File: src/rtl/mag_comp_pkg.sv
// Shared types and elaboration helpers for the sequential magnitude comparator.
package mag_comp_pkg;

  typedef enum logic {
    IDLE = 1'b0,
    RUN  = 1'b1
  } state_t;

  // Chunk index width; never zero, even when a single chunk covers the operand.
  function automatic int idx_width(input int nch);
    return (nch > 1) ? $clog2(nch) : 1;
  endfunction

  function automatic bit legal_cfg(input int width, input int chunk);
    return (chunk >= 1) && (chunk <= width) && ((width % chunk) == 0);
  endfunction

endpackage

File: src/rtl/comp_chunk.sv
// CHUNK-bit combinational magnitude compare; zero latency, no flow control.
// Exactly one of gt/lt/eq is asserted for any input pair.
module comp_chunk #(
  parameter int CHUNK = 2
) (
  input  logic [CHUNK-1:0] x,
  input  logic [CHUNK-1:0] y,
  output logic             gt,
  output logic             lt,
  output logic             eq
);

  assign gt = (x > y);
  assign lt = (x < y);
  assign eq = (x == y);

endmodule

File: src/rtl/mag_comp_seq.sv
// MSB-first multi-cycle compare, CHUNK bits per cycle, early exit; 1..WIDTH/CHUNK cycles.
// Backpressure: start is ignored while busy, nothing is queued.
module mag_comp_seq
  import mag_comp_pkg::*;
#(
  parameter int WIDTH = 16,
  parameter int CHUNK = 2
) (
  input  logic             clk,
  input  logic             rst_n,
  input  logic             start,
  input  logic [WIDTH-1:0] a,
  input  logic [WIDTH-1:0] b,
  input  logic             signed_mode,
  output logic             busy,
  output logic             done,
  output logic             more,
  output logic             less,
  output logic             equal
);

  localparam int NCH = WIDTH / CHUNK;
  localparam int IW  = idx_width(NCH);
  localparam logic [WIDTH-1:0] SIGN_MASK = WIDTH'(1) << (WIDTH - 1);

  if (!legal_cfg(WIDTH, CHUNK)) begin : g_bad_cfg
    $error("mag_comp_seq: WIDTH must be a positive multiple of CHUNK");
  end

  state_t           state, state_nxt;
  logic [IW-1:0]    idx;
  logic [WIDTH-1:0] sh_a, sh_b;
  logic [CHUNK-1:0] chunk_a [NCH];
  logic [CHUNK-1:0] chunk_b [NCH];
  logic [CHUNK-1:0] sel_a, sel_b;
  logic             c_gt, c_lt, c_eq;
  logic             last, finish, accept;

  for (genvar i = 0; i < NCH; i++) begin : g_slice
    assign chunk_a[i] = sh_a[WIDTH-1-i*CHUNK -: CHUNK];
    assign chunk_b[i] = sh_b[WIDTH-1-i*CHUNK -: CHUNK];
  end

  assign sel_a = chunk_a[idx];
  assign sel_b = chunk_b[idx];

  comp_chunk #(.CHUNK(CHUNK)) u_comp_chunk (
    .x  (sel_a),
    .y  (sel_b),
    .gt (c_gt),
    .lt (c_lt),
    .eq (c_eq)
  );

  assign last   = (idx == IW'(NCH - 1));
  assign busy   = (state == RUN);
  assign accept = (state == IDLE) && start;

  always_comb begin
    state_nxt = state;
    finish    = 1'b0;
    case (state)
      IDLE: if (start) state_nxt = RUN;
      RUN: begin
        if (!c_eq || last) begin
          state_nxt = IDLE;
          finish    = 1'b1;
        end
      end
      default: state_nxt = IDLE;
    endcase
  end

  always_ff @(posedge clk or negedge rst_n) begin
    if (!rst_n) begin
      state <= IDLE;
      idx   <= '0;
      sh_a  <= '0;
      sh_b  <= '0;
      done  <= 1'b0;
      more  <= 1'b0;
      less  <= 1'b0;
      equal <= 1'b0;
    end else begin
      state <= state_nxt;
      done  <= finish;
      // Flipping the sign bit maps two's-complement order onto unsigned order.
      if (accept) begin
        sh_a <= a ^ (signed_mode ? SIGN_MASK : '0);
        sh_b <= b ^ (signed_mode ? SIGN_MASK : '0);
        idx  <= '0;
      end else if (busy && !finish) begin
        idx <= idx + IW'(1);
      end
      if (finish) begin
        more  <= c_gt;
        less  <= c_lt;
        equal <= c_eq;
      end
    end
  end

endmodule
File: config.mk
export PLATFORM = sky130hd
export DESIGN_NAME = mag_comp_seq
export DESIGN_NICKNAME = d
export VERILOG_FILES = /design/src/rtl/mag_comp_pkg.sv /design/src/rtl/comp_chunk.sv /design/src/rtl/mag_comp_seq.sv
export SDC_FILE = /design/constraint.sdc
export NUM_CORES = 1
export LEC_CHECK = 0
export CORE_AREA = 2 2 71 73
export DETAILED_ROUTE_END_ITERATION = 7
export DIE_AREA = 0 0 73 75
export PLACE_DENSITY_LB_ADDON = 0.3
export SYNTH_ARGS = -nofsm -noshare
export SYNTH_HDL_FRONTEND = slang
export SYNTH_HIERARCHICAL = 1
export SYNTH_SLANG_ARGS = --single-unit
export TNS_END_PERCENT = 100
File: constraint.sdc
create_clock -name clk -period 5.7 [get_ports clk]
set_input_delay 0.57 -clock clk [delete_from_list [all_inputs] [get_ports clk]]
set_output_delay 0.57 -clock clk [all_outputs]
set_load 0.02 [all_outputs]
==> results.toml <==
[drt]
post-route-drc-count = 0
vias = 1129
ant_nets = 0
wirelength_um = 3290
drt-wirelength-per-cell_um = 15.3
firstDrtPassIters = 4
routed_via_density = 5.25
drt-initial-drc-count = 49

[grt]
grt_usage_pct = 13.8
antenna_found_initial = 0
grt_max_degree = 41
grt-ovfl-total = 0
grt_pass1_wl_um = 5650
grt_pass1_vias = 1196

[timing]
post-route-period-util_pct = 51.1
holdWs_ns = 0.402
skew_ns = 0.00221
clock.fmax_ghz = 0.343
max_slew_margin_pct = 40.5
finalSetupTns_ns = 0
rsz0062_at_grt = "false"
slew_viol_final = 0
post-route-min-period_ns = 2.92
setup_viol = 0
finalHoldViolations = 0
worst-slew-pin-transition_ns = 0.892

[worst_hold_path]
min_path_type = "input port to async pin"

[clock_tree]
clkSinkCount = 40
clockBufferDepth = 2
cts_root_buf = "clkbuf_8"
clkLatencyLatePin_ns = 0.29
cts-htree-levels = 2
post_cts.repair.setup_buffers = 0
cts_inserted_buffers = 5
cts_tree = "yes"
cts.reportedPaths.clkPinSlew_ns = 0.08
ctsHoldBuffers = 0
cts_resized = 0

[power_and_ir_drop]
peakVddDrop_mv = 0.194
p_int_uw = 853
power_frac_seq_pct = 41.0
leakage_nw = 1.01
pwr-share-clk_pct = 16.7
p_comb_share_pct = 42.3
switchingPower_uw = 375
power_mw = 1.23
power.share.switching_pct = 30.6
p_per_area_nw_per_um2 = 516

[finish]
drive_gt1_share_pct = 29.8
area_growth_pct = 28.9
antenna_cells = 0
final_core_util_pct = 51.1
nets = 201
fin_cells = 215

[synth]
yosysWarnings = 6
synth_xor_area_share_pct = 0.949
synth_compound_area_share_pct = 2.30
synth_area_leaders = "dfrtp_1 (54%), mux2_2 (23%), mux4_1 (11%)"
synth_cell_types = 18
postSynth.asyncResetShare_pct = 100
syn_avg_cell_area_sq_um = 15.5
synth-edff-count = 0
synth_common_cells = "dfrtp_1 (40), mux2_2 (37), mux4_1 (8), inv_1 (6)"
synth.most_common_cell = "dfrtp_1"
synth-simple-area-share_pct = 2.78
muxShareOfSynthArea_pct = 33.9
synth_area_sq_um = 1850
yosys_register_bits = 40
synth_top_family_by_area = "multiplexers"
synthesis.nets = 159
yosys_most_used_dff = "dfrtp_1"
seq_area_frac_synth_pct = 54.2
synth-adder-area-share_pct = 2.71
yosysTopAreaCell = "dfrtp_1"
yosys.area.top_type_share_pct = 54.2
syn_inst = 119

[place]
dp_hpwl_um = 2390
place_congestion = 0.742
io_buffers = 40
dp.cells = 208

[worst_setup_path]
crit_fanout = 11
crit_start = "idx[0]$_DFFE_PN0P_"
r2r_slack_ns = 2.78
ff2ff_path_depth = 7
arrival_ns = 3.09
path_class = "register to register"
critPathCaptureType = "register"
cp-start-kind = "register"
r2r-start = "idx[0]$_DFFE_PN0P_"
cp.required_ns = 5.88
worstSetupEndpoint = "less$_DFFE_PN0P_"
worstReg2RegEnd = "less$_DFFE_PN0P_"

[flow_run]
max_cap_violations = 0

[floorplanning]
die_w_um = 73
die-area_sq_um = 5480
initial_utilization_pct = 39.6
die_h_um = 75
core_sq_um = 4660
io-pin-count = 41
rows = 25

[run_status]
status = "completed"
critical path, cell delays in order, from the launching register on:
cell     delay, ns
dfrtp_1       0.65
mux4_1        0.61
mux2_2        0.28
ha_1          0.29
and2_4        0.15
inv_1         0.04
o21ai_0       0.40
mux2_2        0.39
layout make-up:
type                            instances  area (sq um)
Sequential cell                        40          1000
Fill cell                             405          2280
Inverter                                6          22.5
Tap cell                               54          67.6
Timing Repair Buffer                   41           403
Clock buffer                            7          96.3
Multi-Input combinational cell         67           791
state kept, by name (all words and copies together), names as in the netlist:
name	cells
busy	1
chunk_a	16
chunk_b	16
done	1
equal	1
idx	3
less	1
more	1
stage by stage:
step / worst slack, ns / area (sq um)
after global routing: 2.63 / 2380
final: 2.78 / 2380
after CTS: 2.76 / 2380
after floorplan: 3.13 / 1850
after detailed placement: 2.78 / 2280
after global placement: 2.88 / 2280
how the worst min path moves through the flow:
stage,start,endpoint,slack [ns]
finish,rst_n,chunk_b[1]$_DFFE_PN0P_,0.40
global route,rst_n,chunk_b[1]$_DFFE_PN0P_,0.47
CTS,rst_n,chunk_b[3]$_DFFE_PN0P_,0.44
detailed placement,chunk_a[13]$_DFFE_PN0P_,chunk_a[13]$_DFFE_PN0P_,0.49
global placement,chunk_a[2]$_DFFE_PN0P_,chunk_a[2]$_DFFE_PN0P_,0.49
floorplan,rst_n,busy$_DFF_PN0_,0.27
metal layers:
metal,wire [um],global-route usage (%),up-vias
li1,-,-,520
met1,1330,16.8,577
met2,1770,23.3,24
met3,118,3.21,8
met4,71,6.17,0
met5,0,0,-
power groups by stage:
| stage | Combinational [mW] | Clock, mW | Sequential [mW] |
|---|---|---|---|
| finish | 0.519 | 0.205 | 0.503 |
| global route | 0.581 | 0.221 | 0.522 |
| CTS | 0.527 | 0.210 | 0.508 |
| detailed placement | 0.523 | 0 | 0.513 |
| global placement | 0.502 | 0 | 0.508 |
| floorplan | 0.408 | 0 | 0.486 |
layout by cell type, fill, tap and decap left out, drive strengths merged:
cell            n
nor2b           1
dfrtp          40
and2            2
xnor2           2
ha              4
buf             2
mux2           37
nand2b          1
o21ai           1
nor2            4
a21oi           4
mux4            8
clkdlybuf4s50  39
inv             6
a22o            2
and3b           1
clkbuf          7
cells by family (layout without fill, tap and decap cells):
kind of cell / count (synthesis) / after routing
buf+inv: 12 / 54
flops: 40 / 40
compound gates: 7 / 7
fa+ha+maj: 4 / 4
mux: 45 / 45
simple gates: 9 / 9
xor+xnor: 2 / 2
Power figures use the tool's default switching activity.
